**config.mk**
```make
export PLATFORM = sky130hd
export DESIGN_NAME = two_level_sweep_flat
export DESIGN_NICKNAME = d
export VERILOG_FILES = /design/src/rtl/two_level_sweep_if.sv /design/src/rtl/two_level_sweep.sv /design/src/flat_wrapper.sv
export SDC_FILE = /design/constraint.sdc
export NUM_CORES = 1
export LEC_CHECK = 0
export ABC_CLOCK_PERIOD_IN_PS = 1700
export BUFFER_PORTS_ARGS = -buffer_cell sky130_fd_sc_hd__buf_2
export CAP_MARGIN = 10
export CORE_MARGIN = 2
export CORE_UTILIZATION = 45
export DETAILED_ROUTE_END_ITERATION = 7
export PLACE_DENSITY = 0.74
export SYNTH_ARGS = -nofsm -noshare
export SYNTH_HDL_FRONTEND = slang
export SYNTH_SLANG_ARGS = --single-unit
```
**constraint.sdc**
```tcl
create_clock -name i_clk -period 1.7 [get_ports i_clk]
set_input_delay 0.34 -clock i_clk [delete_from_list [all_inputs] [get_ports i_clk]]
set_output_delay 0.34 -clock i_clk [all_outputs]
set_load 0.01 [all_outputs]
```
**src/rtl/two_level_sweep_if.sv**
```systemverilog
// rtl/two_level_sweep_if.sv - sweep control and stimulus/capture bus for two_level_sweep
//
// Signals:
//   start      run request from the controller
//   expected   golden 16-entry truth table, latched when a run is accepted
//   f_in       f output of the two_level stage being swept
//   a,b,c,d    stimulus to two_level; {a,b,c,d} is the vector index, a is the MSB
//   busy       run in progress
//   done       one-cycle end-of-run pulse
//   table_out  captured truth table, bit i = f_in while the index was i
//   pass       table_out matched the latched golden table
// Modports:
//   master  controller / environment side (drives start, expected, f_in)
//   slave   the sweep engine
interface two_level_sweep_if;
    logic        start;
    logic [15:0] expected;
    logic        f_in;
    logic        a;
    logic        b;
    logic        c;
    logic        d;
    logic        busy;
    logic        done;
    logic [15:0] table_out;
    logic        pass;

    modport master (
        output start,
        output expected,
        output f_in,
        input  a,
        input  b,
        input  c,
        input  d,
        input  busy,
        input  done,
        input  table_out,
        input  pass
    );

    modport slave (
        input  start,
        input  expected,
        input  f_in,
        output a,
        output b,
        output c,
        output d,
        output busy,
        output done,
        output table_out,
        output pass
    );
endinterface

```
**src/rtl/two_level_sweep.sv**
```systemverilog
// rtl/two_level_sweep.sv - exhaustive 16-vector stimulus and truth-table capture for two_level
//
// Walks {a,b,c,d} through 0..15, waits SETTLE idle cycles per vector, samples
// f_in into a 16-bit table and compares it with the golden table latched at start.
//
// Parameters:
//   SETTLE  idle cycles between driving a vector and sampling f_in (0..15)
// Ports:
//   i_clk   clock, all state changes on the rising edge
//   i_rst   synchronous active-high reset, overrides a simultaneous start
//   bus     two_level_sweep_if.slave: start/expected/f_in in, a..d/busy/done/table_out/pass out
module two_level_sweep #(
    parameter int unsigned SETTLE = 1
) (
    input  logic              i_clk,
    input  logic              i_rst,
    two_level_sweep_if.slave  bus
);

    localparam logic [3:0] LP_SETTLE = 4'(SETTLE);
    localparam logic [3:0] LP_LAST   = 4'hF;

    typedef enum logic [1:0] {
        ST_IDLE   = 2'd0,
        ST_SETTLE = 2'd1,
        ST_SAMPLE = 2'd2,
        ST_DONE   = 2'd3
    } state_t;

    state_t      r_state;
    logic [3:0]  r_idx;
    logic [3:0]  r_wcnt;
    logic [15:0] r_exp;
    logic [15:0] r_table;
    logic        r_pass;
    logic        r_done;
    logic        r_busy;

    // Table as it will look after the final sample; the verdict has to be
    // computed in the same cycle that bit 15 is written.
    logic [15:0] w_final_table;
    assign w_final_table = {bus.f_in, r_table[14:0]};

    always_ff @(posedge i_clk) begin
        if (i_rst) begin
            r_state <= ST_IDLE;
            r_idx   <= 4'd0;
            r_wcnt  <= 4'd0;
            r_exp   <= 16'd0;
            r_table <= 16'd0;
            r_pass  <= 1'b0;
            r_done  <= 1'b0;
            r_busy  <= 1'b0;
        end else begin
            r_done <= 1'b0;
            case (r_state)
                ST_IDLE: begin
                    if (bus.start) begin
                        r_idx   <= 4'd0;
                        r_table <= 16'd0;
                        r_pass  <= 1'b0;
                        r_exp   <= bus.expected;
                        r_wcnt  <= LP_SETTLE;
                        r_busy  <= 1'b1;
                        r_state <= ST_SETTLE;
                    end
                end
                ST_SETTLE: begin
                    // The vector has been on a..d since the edge entering
                    // SETTLE; SAMPLE follows once the countdown expires.
                    if (r_wcnt == 4'd0) begin
                        r_state <= ST_SAMPLE;
                    end else begin
                        r_wcnt <= r_wcnt - 4'd1;
                    end
                end
                ST_SAMPLE: begin
                    r_table[r_idx] <= bus.f_in;
                    if (r_idx == LP_LAST) begin
                        r_pass  <= (w_final_table == r_exp);
                        r_done  <= 1'b1;
                        r_busy  <= 1'b0;
                        r_state <= ST_DONE;
                    end else begin
                        r_idx   <= r_idx + 4'd1;
                        r_wcnt  <= LP_SETTLE;
                        r_state <= ST_SETTLE;
                    end
                end
                ST_DONE: begin
                    // start is deliberately not looked at here; a held start
                    // is picked up in the IDLE cycle that follows.
                    r_state <= ST_IDLE;
                end
                default: begin
                    r_state <= ST_IDLE;
                end
            endcase
        end
    end

    // Stimulus comes straight from the index register so a..d are glitch-free
    // and hold 1111 after a completed run.
    assign bus.a         = r_idx[3];
    assign bus.b         = r_idx[2];
    assign bus.c         = r_idx[1];
    assign bus.d         = r_idx[0];
    assign bus.busy      = r_busy;
    assign bus.done      = r_done;
    assign bus.table_out = r_table;
    assign bus.pass      = r_pass;

endmodule

```
**src/flat_wrapper.sv**
```systemverilog
// flat-port wrapper written by rule: the top's interface ports become plain ports
module two_level_sweep_flat 
#(
    parameter int unsigned SETTLE = 1
)
  (i_clk, i_rst, bus_start, bus_expected, bus_f_in, bus_a, bus_b, bus_c, bus_d, bus_busy, bus_done, bus_table_out, bus_pass);
  two_level_sweep_if bus_i ();
  input  logic i_clk;
  input  logic i_rst;
  input wire logic [$bits(bus_i.start)-1:0] bus_start;
  input wire logic [$bits(bus_i.expected)-1:0] bus_expected;
  input wire logic [$bits(bus_i.f_in)-1:0] bus_f_in;
  output wire logic [$bits(bus_i.a)-1:0] bus_a;
  output wire logic [$bits(bus_i.b)-1:0] bus_b;
  output wire logic [$bits(bus_i.c)-1:0] bus_c;
  output wire logic [$bits(bus_i.d)-1:0] bus_d;
  output wire logic [$bits(bus_i.busy)-1:0] bus_busy;
  output wire logic [$bits(bus_i.done)-1:0] bus_done;
  output wire logic [$bits(bus_i.table_out)-1:0] bus_table_out;
  output wire logic [$bits(bus_i.pass)-1:0] bus_pass;
  assign bus_i.start = bus_start;
  assign bus_i.expected = bus_expected;
  assign bus_i.f_in = bus_f_in;
  assign bus_a = bus_i.a;
  assign bus_b = bus_i.b;
  assign bus_c = bus_i.c;
  assign bus_d = bus_i.d;
  assign bus_busy = bus_i.busy;
  assign bus_done = bus_i.done;
  assign bus_table_out = bus_i.table_out;
  assign bus_pass = bus_i.pass;
  two_level_sweep #(.SETTLE(SETTLE)) u_core (.i_clk(i_clk), .i_rst(i_rst), .bus(bus_i));
endmodule
```
# After elaboration in Yosys (flattened, before gate mapping)
# Index checks and enable logic that the tools add are counted.
# op_classes
n_reduce_logical,12
order_cmp,2
bitwise,1
add_sub_neg,2
muxes,23
eq_ne,10
# ops
cell,count
$pmux 16 s2,1
$mux 4,5
$bwmux 16,1
$eq 16x16->1,1
$mux 16,1
$pmux 4 s3,1
$pmux 2 s4,1
$pmux 4 s2,1
$mux 1,6
$mux 2,3
$ne 2x2->1 const B,3
$reduce_and 2->1,3
$reduce_and 3->1,2
$lt 4x5->1 const B,1
$add 4x1->4 const B,1
$demux 1 s4,1
$eq 2x2->1 const B,2
$eq 4x4->1 const B,1
$ge 4x1->1 const B,1
$logic_not 4->1,1
$ne 2x1->1 const B,2
$pmux 1 s2,2
$reduce_and 4->1,1
$sub 4x1->4 const B,1
other kinds (7),7
# word_totals
word_cells,58
ff_bits,45
in_bits,20
out_inout_bits,23

# Longest topological paths before layout
# depth
word_depth,6
ltp_mapped,6
ltp_nobuf,6

# Least setup slack after synthesis
# No wires, ideal clock.
# synth_path
kind,register to register
start,reg u_core.r_wcnt[0]
end,reg u_core.r_wcnt[0]
path_buffers,0
setup_ns,0.132
synth_period_minus_slack_ns,1.553
stages_incl_launch_ff,7
arrival_time_ns,1.421
required_time_ns,1.568
setup_slack_ns,0.147
cell_sequence,dfxtp_1 inv_1 ha_1 or3b_2 a21boi_1 or3_1 a21oi_1
# synth_via
elab_chain_len,3
word_cells_on_any_way,6
classes_between,add/sub: 1; eq/ne: 1; mux: 2; reduce/logical: 2
# synth_rtl
element,line_no,rtl
start: declaration,two_level_sweep.sv:32,logic [3:0] r_wcnt;
start signal: assignment,two_level_sweep.sv:74,r_wcnt <= r_wcnt - 4'd1;
$sub 4x1->4 or $logic_not 4->1 (tied branches),"two_level_sweep.sv:74, two_level_sweep.sv:71",
$mux 4 or $ne 2x2->1 (tied branches),--,
$pmux 4 s3 or $reduce_and 4->1 (tied branches),--,
# Several ways; a longest one is shown, not always the timed one. The select of a mux whose other input is x is not followed.
# A chain may end at the register's enable or synchronous reset.

# Worst setup path in the final report
# layout_path
start,reg u_core.r_state[0]
end,reg u_core.r_wcnt[3]
# layout_via
elab_chain_len,3
word_cells_on_any_way,9
classes_between,eq/ne: 5; mux: 1; reduce/logical: 3
# layout_rtl
element,line_no,rtl
start: declaration,two_level_sweep.sv:30,state_t r_state;
start signal: assignment,two_level_sweep.sv:46,r_state <= ST_IDLE;
start signal: assignment,two_level_sweep.sv:65,r_state <= ST_SETTLE;
start signal: assignment,two_level_sweep.sv:72,r_state <= ST_SAMPLE;
"$eq 2x2->1, or another cell as far along",two_level_sweep.sv:56,case (r_state)
$ne 2x2->1 (no line) or $reduce_bool 3->1 (tied branches),--,
$reduce_and 4->1 (no line),--,
# Several ways; a longest one is shown, not always the timed one.

==> metrics.md <==
| Metric | Value |
|---|---|
| Outcome | `finished, final reports clean` |
| Max-cap check violation count | `0` |
| Most frequent cells in the layout | `nand2_1 (47), dfxtp_1 (45), buf_2 (42)` |
| Most common cell after layout, fill and taps aside | `nand2_1` |
| Area Growth Syn to Fin | `18.0%` |
| CP Launch Type | `flip-flop` |
| CTS H-Tree Depth | `2` |
| Peak Freq | `659 MHz` |
| Worst vdd ir | `0.483 mV` |
| Leakage | `0.00110 uW` |
| RD Place Congestion | `0.825` |
| Initial Utilization | `0.461` |
| Tot GR Track Use | `0.205` |
| WP data arrival | `1.75 ns` |
| Yosys warns | `0` |
| CTS tree | `built` |
| Max FO, Critical Path | `8` |
| Crit end category | `flip-flop` |
| Largest net degree at the start of global routing | `21` |
| Cell Pwr Density | `844 mW/mm^2` |
| Slew margin rel. | `0.688` |
| Initial DRC Count | `118` |
| Global-route wire length before repair | `8400 microns` |
| Initial antenna violation count | `0` |
| Unrepaired setup endpoints after global routing | `false` |
| Via density per instance | `5.52` |
| Ant diodes | `0` |
| Port-buffer cells | `42` |
| Antenna viol nets, final | `0` |
| Die Height | `73.3 microns` |
| Post-Syn Nets | `289` |
| Ys async rst share | `0` |
| Post-synth EDFFs | `0` |
| Maximum clock path buffer count | `2` |
| Seq/Total Area, Yosys | `0.417` |
| Root buf cell | `clkbuf_8` |
| Vias in the first global route | `1,788` |
| Cell Area, Synth | `0.00216 sq mm` |
| Placed instance area | `0.00245 sq mm` |
| Via count | `2,003` |
| Syn Area/Cell | `8.22 sq um` |
| Initial DRT Pass Iterations | `4` |
| Worst reg2reg startpoint | `u_core.r_state[0]` |
| Final min period | `1.52 ns` |
| Final Hold Vio Count | `0` |
| Inserted Clock Buffers | `5` |
| Grt ovf | `0` |
| Critical Path RT | `1.93 ns` |
| Max-slew violations | `0` |
| Fillcell total | `440` |
| Hold Slack | `0.266 ns` |
| Clk_lat worst skew | `0.30 ns` |
| Synth Instances | `263` |
| Final setup skew | `0.00470 ns` |
| Min-delay worst type | `in -> reg` |
| Layout cells sized above 1 | `0.223` |
| Die outline width | `73.3 microns` |
| Drt wl/cell | `14.7 microns` |
| Slew @ Worst Pin | `0.467 ns` |
| Yosys reg bits | `45` |
| Setup WS pre-CTS | `-0.0248 ns` |
| Final HPWL from detailed placement | `3840 microns` |
| Hold path startpoint | `bus_expected[7]` |
| CTS sink cnt | `45` |
| Fin area | `0.00255 sq mm` |
| Ys flop type | `dfxtp_1` |
| Core ar. | `0.00469 sq mm` |
| Drt drc | `0` |
| Layout Nets | `334` |
| Worst Setup Path Type | `reg -> reg` |
| Fin util | `0.544` |
| DRT Wirelength | `5320 microns` |
| Setup crit start | `u_core.r_state[0]` |
| Die area | `0.00538 sq mm` |
| Synth unique cells | `37` |
| Setup ws final | `0.183 ns` |
| Final Setup Violations | `0` |
| Num rows | `25` |
| I/O Pins | `43` |
| Reg clk slew, reported paths | `0.08 ns` |
| Fin crit share | `0.892` |
## where the power goes
group	total (uW)	internal, uW	switching (uW)
Combinational	364	161	203
Clock	647	291	356
Sequential	1140	1100	39.3
Total	2150	1550	599
## stage by stage
| stage | TNS (ns) | instances | total power, uW |
|---|---|---|---|
| floorplan | 0 | 263 | 1390 |
| global placement | 0 | 354 | 1490 |
| detailed placement | -0.0634 | 354 | 1510 |
| CTS | 0 | 362 | 2140 |
| global route | 0 | 363 | 2250 |
| finish | 0 | 363 | 2150 |
## path summary, 6_finish.rpt
check	end	slack, ns	depth (start not counted)
worst min-delay path	u_core.r_exp[7]	0.27	3
worst max register to register	u_core.r_wcnt[3]	0.18	4
worst max-delay path	u_core.r_wcnt[3]	0.18	4
worst min register to register	u_core.r_exp[9]	0.47	2
## cells by family after synthesis
logic type                 synth area share
adders and majority gates            0.0347
DFF                                   0.417
and+or+nand+nor                       0.204
xor gates and xnor gates             0.0729
buffers and inverters                0.0515
AOI/OAI and AO/OA                     0.220
## cell usage after synthesis, drive strengths merged, types with 2 or more instances
master  number  area (sq um)
nor3b        2          15.0
nor3         4          25.0
nor4         3          18.8
a211oi       3          27.5
buf          5          43.8
clkbuf      12          45.0
and2b        2          17.5
o21ai       20           100
xnor2        3          26.3
a21boi      16           120
inv          6          22.5
dfxtp       45           901
nand4b       3          26.3
ha           6          75.1
nor2b        2          12.5
nand4        3          18.8
nand2       47           176
xor2        15           131
and3         4          30.0
nor2         7          26.3
or3          3          18.8
nand3        5          25.0
a21oi       39           195
## state kept, by name, indices dropped and copies added (netlist names)
register	count
u_core.r_exp	16
u_core.bus.pass	1
u_core.bus.done	1
u_core.r_state	2
u_core.r_idx	4
u_core.r_wcnt	4
u_core.bus.busy	1
u_core.bus.table_out	16
## worst max-delay path: stages (launching register included)
cell      delay [ns]
dfxtp_1         0.45
nor2b_1         0.40
a21boi_4        0.13
or3_1           0.36
a21oi_1         0.12
## per-layer routing
metal,GRT usage,wire length (microns),vias to the layer above
li1,-,-,995
met5,0,0,-
met1,0.277,2400,945
met2,0.323,2530,52
met3,0.0508,294,11
met4,0.0646,95,0
## what timing repair did
| action | CTS | global route |
|---|---|---|
| pin swaps | 0 | 1 |
| setup endpoints to repair | 3 | 3 |
| buffers inserted | 0 | 1 |
| hold buffers | 0 | 0 |
| resized for setup | 1 | 2 |
## layout make-up
class	count	area [sq um]	share of cell area
Multi-Input combinational cell	195	1170	0.458
Inverter	6	22.5	0.00883
Tap cell	54	67.6	0.0265
Clock buffer	7	76.3	0.0299
Timing Repair Buffer	55	308	0.121
Sequential cell	45	901	0.353
Clock inverter	1	7.51	0.00294
Note: power is estimated with default switching activity, not from simulation.
